==> src/rtl/wb_uart_cmd_master.sv <==
// Byte-stream command interpreter that runs single 32-bit Wishbone read/write
// cycles and returns the reply bytes through a UART transmitter handshake.
module wb_uart_cmd_master #(
    parameter int ACK_TIMEOUT = 1024
) (
    input  logic        clk,
    input  logic        rst,
    input  logic [7:0]  rx_data_i,
    input  logic        rx_valid_i,
    output logic        rx_ready_o,
    output logic [7:0]  tx_data_o,
    output logic        tx_valid_o,
    input  logic        tx_ready_i,
    output logic [31:0] wb_adr_o,
    output logic [31:0] wb_dat_o,
    input  logic [31:0] wb_dat_i,
    output logic [3:0]  wb_sel_o,
    output logic        wb_we_o,
    output logic        wb_cyc_o,
    output logic        wb_stb_o,
    input  logic        wb_ack_i,
    input  logic        wb_err_i,
    output logic        busy_o
);

    typedef enum logic [2:0] {
        IDLE,
        GET_ADDR,
        GET_DATA,
        BUS,
        RESP
    } state_t;

    localparam logic [7:0]  CMD_W     = 8'h57;
    localparam logic [7:0]  CMD_R     = 8'h52;
    localparam logic [7:0]  RSP_K     = 8'h4B;
    localparam logic [7:0]  RSP_E     = 8'h45;
    localparam logic [7:0]  RSP_Q     = 8'h3F;
    localparam logic [15:0] WAIT_LAST = 16'(ACK_TIMEOUT - 1);

    state_t      state_q, state_d;
    logic        we_q, we_d;
    logic [31:0] adr_q, adr_d;
    logic [31:0] dat_q, dat_d;
    logic [1:0]  byte_cnt_q, byte_cnt_d;
    logic [15:0] wait_q, wait_d;
    logic [31:0] resp_q, resp_d;     // reply bytes, current one in [31:24]
    logic [1:0]  resp_left_q, resp_left_d;
    logic        rx_fire;
    logic        tx_fire;

    assign rx_ready_o = (state_q == IDLE) || (state_q == GET_ADDR) || (state_q == GET_DATA);
    assign rx_fire    = rx_valid_i && rx_ready_o;
    assign tx_valid_o = (state_q == RESP);
    assign tx_fire    = tx_valid_o && tx_ready_i;
    assign tx_data_o  = resp_q[31:24];
    assign busy_o     = (state_q != IDLE);

    // Bus strobes decode straight from the state register, so they rise the
    // cycle after the last command byte and fall the cycle after exit.
    assign wb_cyc_o = (state_q == BUS);
    assign wb_stb_o = wb_cyc_o;
    assign wb_sel_o = wb_cyc_o ? 4'hF : 4'h0;
    assign wb_we_o  = wb_cyc_o && we_q;
    assign wb_adr_o = adr_q;
    assign wb_dat_o = dat_q;

    // NOTE: every variable gets its hold value before the case so no path can infer a latch.
    always_comb begin
        state_d     = state_q;
        we_d        = we_q;
        adr_d       = adr_q;
        dat_d       = dat_q;
        byte_cnt_d  = byte_cnt_q;
        wait_d      = wait_q;
        resp_d      = resp_q;
        resp_left_d = resp_left_q;

        case (state_q)
            IDLE: begin
                if (rx_fire) begin
                    if (rx_data_i == CMD_W || rx_data_i == CMD_R) begin
                        we_d       = (rx_data_i == CMD_W);
                        byte_cnt_d = 2'd0;
                        state_d    = GET_ADDR;
                    end else begin
                        resp_d      = {RSP_Q, 24'h0};
                        resp_left_d = 2'd0;
                        state_d     = RESP;
                    end
                end
            end
            GET_ADDR: begin
                if (rx_fire) begin
                    adr_d      = {adr_q[23:0], rx_data_i};
                    byte_cnt_d = byte_cnt_q + 2'd1;
                    if (byte_cnt_q == 2'd3) begin
                        wait_d  = 16'd0;
                        state_d = we_q ? GET_DATA : BUS;
                    end
                end
            end
            GET_DATA: begin
                if (rx_fire) begin
                    dat_d      = {dat_q[23:0], rx_data_i};
                    byte_cnt_d = byte_cnt_q + 2'd1;
                    if (byte_cnt_q == 2'd3) begin
                        wait_d  = 16'd0;
                        state_d = BUS;
                    end
                end
            end
            BUS: begin
                wait_d = wait_q + 16'd1;
                // Error outranks acknowledge, which outranks the timeout.
                if (wb_err_i) begin
                    resp_d      = {RSP_E, 24'h0};
                    resp_left_d = 2'd0;
                    state_d     = RESP;
                end else if (wb_ack_i) begin
                    resp_d      = we_q ? {RSP_K, 24'h0} : wb_dat_i;
                    resp_left_d = we_q ? 2'd0 : 2'd3;
                    state_d     = RESP;
                end else if (wait_q == WAIT_LAST) begin
                    resp_d      = {RSP_E, 24'h0};
                    resp_left_d = 2'd0;
                    state_d     = RESP;
                end
            end
            RESP: begin
                if (tx_fire) begin
                    if (resp_left_q == 2'd0) begin
                        state_d = IDLE;
                    end else begin
                        resp_d      = {resp_q[23:0], 8'h00};
                        resp_left_d = resp_left_q - 2'd1;
                    end
                end
            end
            default: state_d = IDLE;
        endcase
    end

    // NOTE: sequential state uses non-blocking assignments only; the async reset clears every register, including the data holding registers, so a reset mid-command leaves nothing stale on the outputs.
    always_ff @(posedge clk or negedge rst) begin
        if (!rst) begin
            state_q     <= IDLE;
            we_q        <= 1'b0;
            adr_q       <= 32'h0;
            dat_q       <= 32'h0;
            byte_cnt_q  <= 2'd0;
            wait_q      <= 16'd0;
            resp_q      <= 32'h0;
            resp_left_q <= 2'd0;
        end else begin
            state_q     <= state_d;
            we_q        <= we_d;
            adr_q       <= adr_d;
            dat_q       <= dat_d;
            byte_cnt_q  <= byte_cnt_d;
            wait_q      <= wait_d;
            resp_q      <= resp_d;
            resp_left_q <= resp_left_d;
        end
    end

endmodule

==> config.mk <==
export PLATFORM = sky130hd
export DESIGN_NAME = wb_uart_cmd_master
export DESIGN_NICKNAME = d
export VERILOG_FILES = /design/src/rtl/wb_uart_cmd_master.sv
export SDC_FILE = /design/constraint.sdc
export NUM_CORES = 1
export LEC_CHECK = 0
export BUFFER_PORTS_ARGS = -buffer_cell sky130_fd_sc_hd__buf_2
export CAP_MARGIN = 10
export CORE_UTILIZATION = 40
export DETAILED_ROUTE_END_ITERATION = 7
export SYNTH_ARGS = -nofsm -noshare
export SYNTH_HDL_FRONTEND = slang
export SYNTH_SLANG_ARGS = --single-unit
==> constraint.sdc <==
create_clock -name clk -period 2.6 [get_ports clk]
set_clock_uncertainty 0.05 [all_clocks]
set_input_delay 0.26 -clock clk [delete_from_list [all_inputs] [get_ports clk]]
set_output_delay 0.26 -clock clk [all_outputs]
set_load 0.02 [all_outputs]
==> metrics <==
fin. max-slew vios=0; leading area contributor after synthesis=sky130_fd_sc_hd__dfrtp_1; synthesized flop and latch total=120; cell area after synthesis=5550 um2; num rows=42; Int Power=4710 uW; Max IR drop VDD=534 uV; buffers and inverters on the worst path=2; synth top area cells=sky130_fd_sc_hd__dfrtp_1 54%, sky130_fd_sc_hd__mux2_2 14%, sky130_fd_sc_hd__mux2_4 5.7%; remaining max-slew budget at the tightest pin=0.573; die outline width=120 um; critical path required time=2.29 ns; maximum single-stage delay on the critical path=0.47 ns; Min-Delay Path Class=primary input to register; Min-Delay Startpoint=wb_dat_i[1]; count of input and output buffers=127; count of max-cap constraint violations=0; Multi-input gate area=2250 um2; Detailed Route WL=11,500 um; final critical path time including I/O delays and setup=2.38 ns; setup repair after global routing missed its margin=false; Final Instance Area=6860 um2; most common library cells after synthesis=120 x sky130_fd_sc_hd__dfrtp_1, 68 x sky130_fd_sc_hd__mux2_2, 21 x sky130_fd_sc_hd__mux2_4, 21 x sky130_fd_sc_hd__nand2_1, 21 x sky130_fd_sc_hd__nor2_1; largest net degree at the start of global routing=68; global-route wire length before repair=18,900 um; detail-routed via count per cell=5.01; crit path DAT=2.07 ns; initial core utilization=0.414; slowest cell on the critical path=sky130_fd_sc_hd__dfrtp_1; crit-path max FO=20; fraction of layout instances using a drive strength above 1=0.523; R2R cell count=6; number of buffers on the longest clock path=2; Reg power frac=0.351; net count after synthesis=461; final worst-path cycle share=0.915; antenna violations before repair=0; launch instance of the worst register-to-register path=state_q[2]; share of the yosys chip area belonging to registers=0.541; category of the worst setup path launch point=register; Placed Area=6240 um2; number of enable flip-flop cells after synthesis=0; number of design-rule violations left by the first detailed-router iteration=156; net total in the final layout=581; number of global-route vias before repair=3,667; outcome=complete, no violations; wire per inst=15.9 um; filler cell count in the final layout=1,176; combinational group share of total power=0.315; number of vias after detailed routing=3,610; area of the core=13,400 um2; switching component of the power=2360 uW; number of distinct library cell variants in the gate-level netlist after synthesis=55; iteration count of the initial detailed-routing pass=4; actual transition at the worst max-transition pin=0.640 ns; CTS Root Buffer Type=sky130_fd_sc_hd__clkbuf_16; FF-to-FF setup slack=0.36 ns; Finished Core Util=0.512; clock network fraction of design power=0.334; total CTS buffers=17; Overall Global Routing Usage=0.170; # clock sinks=120; endpoint of the lowest-slack register-to-register path=resp_q[20]; Remaining DRCs=0; Overall Power=7080 uW; leftover overflow at the end of global routing=0; Max Clock Freq=420 MHz; type of the worst setup path=register to output port; CTS tree=built; Sum Neg Setup Slack=0 ns; most common flop cell mapped by yosys=sky130_fd_sc_hd__dfrtp_1; area growth from synthesis to layout=23.7%; power density of the placed cells=1030 nW/um2; average size of a mapped cell=13.5 um2; post-CTS setup buffers=0; count of final hold-check violations=0; vertical die dimension=120 um; Syn Inst Count=412; clk_lat worst skew=0.41 ns; Leakage Power=0.00357 uW; Worst-path clk slew=0.05 ns; cell with the most instances after synthesis=sky130_fd_sc_hd__dfrtp_1; Boundary Pins=128; number of synthesis warnings=0; Net Sw Frac=0.334; share of the synthesized area in the top cell type=0.541; cell family with the largest share of critical-path delay=buffers and inverters; ordered cell list for the critical path=or3b_1 > clkinvlp_4 > buf_2; Worst Hold End=resp_q[1]; total of endpoints with negative setup slack in the final report=0; Critical Path Sink Type=output port; proportion of synthesized flip-flops having asynchronous set or reset=1.00; Hold Path Depth=2; number of antenna-violating nets in the routed design=0; routability congestion estimate=0.791; H-tree levels=4; Sequential Area=3000 um2; hpwl dp=8090 um; n_diodes=0; die outline area=14,300 um2
## power groups by stage
stage | clock network (uW) | registers, uW | logic, uW
finish | 2360 | 2480 | 2230
global route | 2500 | 2540 | 2420
CTS | 2410 | 2480 | 2240
detailed placement | 0 | 2510 | 2230
global placement | 0 | 2490 | 2180
floorplan | 0 | 2550 | 1800
## worst reg2reg max path, cell delays in order (launching register included)
cell and delay, ns:
sky130_fd_sc_hd__dfrtp_1 0.47, sky130_fd_sc_hd__nand3b_4 0.27, sky130_fd_sc_hd__nor3_1 0.40, sky130_fd_sc_hd__a22oi_4 0.18, sky130_fd_sc_hd__o31ai_4 0.10, sky130_fd_sc_hd__buf_12 0.26
sky130_fd_sc_hd__mux2_2 0.40
## worst max path at each step
stage / startpoint / to / slack (ns) / cells past startpoint
global placement: state_q[2] / resp_q[18] / 0.45 / 6
global route: state_q[2] / tx_valid_o / 0.08 / 3
finish: state_q[2] / tx_valid_o / 0.22 / 3
CTS: state_q[2] / tx_valid_o / 0.02 / 3
floorplan: wait_q[0] / resp_left_q[0] / 0.64 / 7
detailed placement: state_q[2] / resp_q[21] / 0.37 / 6
## metrics by stage
step / hold WS [ns] / instances / setup WS (ns)
6_report: 0.0172 / 721 / 0.221
5_1_grt: 0.0149 / 721 / 0.0765
4_1_cts: 0.00500 / 721 / 0.0201
3_5_place_dp: 0.0594 / 688 / 0.369
3_3_place_gp: 0.0564 / 688 / 0.449
2_1_floorplan: -0.0856 / 412 / 0.640
## placed cells by master (no fill, tap or decap), types with 3 or more instances in the layout
master                         n
sky130_fd_sc_hd__inv_1         5
sky130_fd_sc_hd__clkinv_2      4
sky130_fd_sc_hd__and4_1        4
sky130_fd_sc_hd__buf_2       126
sky130_fd_sc_hd__xor2_1       13
sky130_fd_sc_hd__and3_1        4
sky130_fd_sc_hd__buf_12        3
sky130_fd_sc_hd__xnor2_1       3
sky130_fd_sc_hd__buf_4         7
sky130_fd_sc_hd__o21ai_0      14
sky130_fd_sc_hd__nand4_1       5
sky130_fd_sc_hd__nor2_1       20
sky130_fd_sc_hd__clkbuf_16    17
sky130_fd_sc_hd__a22o_1       13
sky130_fd_sc_hd__nor3_1        4
sky130_fd_sc_hd__mux2_4       21
sky130_fd_sc_hd__a21oi_1       7
sky130_fd_sc_hd__a22o_2       12
sky130_fd_sc_hd__clkinvlp_4    4
sky130_fd_sc_hd__dfrtp_1     120
sky130_fd_sc_hd__nand2_1      21
sky130_fd_sc_hd__bufinv_16     3
sky130_fd_sc_hd__ha_1          3
sky130_fd_sc_hd__mux2_2       68
## metal layers
metal  wire length (um)  up-vias  track usage  part of all wire
met5                  0        -            0                 0
met4                131        0       0.0633             0.011
met3                560       11       0.0589             0.049
met2               5380       85        0.253              0.47
met1               5400     1802        0.230              0.47
li1                   -     1712            -                 -
## logic make-up (layout without fill, tap and decap cells)
family / Yosys count / after routing / share of synthesized area
compound gates: 58 / 58 / 0.0837
flops: 120 / 120 / 0.541
simple gates: 83 / 83 / 0.0922
buf+inv: 42 / 175 / 0.0541
xor+xnor: 16 / 16 / 0.0253
fa+ha+maj: 3 / 3 / 0.00677
mux: 90 / 90 / 0.197
## area by class of cell
type / count / area share
well taps: 176 / 0.0321
clock inverters: 12 / 0.0219
flip-flops and latches: 120 / 0.438
inverters: 6 / 0.00383
multi-input cells: 250 / 0.328
repair buffers: 137 / 0.110
clock buffers: 20 / 0.0665
## flip-flops by register name, summed over array words and instances, names as in the netlist
name         count
resp_left_q      2
state_q          3
resp_q          32
wait_q          16
wb_adr_o        32
wb_dat_o        32
we_q             1
byte_cnt_q       2
## repair_timing
| item | 4_1_cts | 5_1_grt |
|---|---|---|
| setup endpoints to repair | 0 | 1 |
| hold buffers | 1 | 0 |
| hold endpoints to repair | 120 | 0 |
| gates resized for setup | 0 | 1 |
Note: power is estimated with default switching activity, not from simulation.
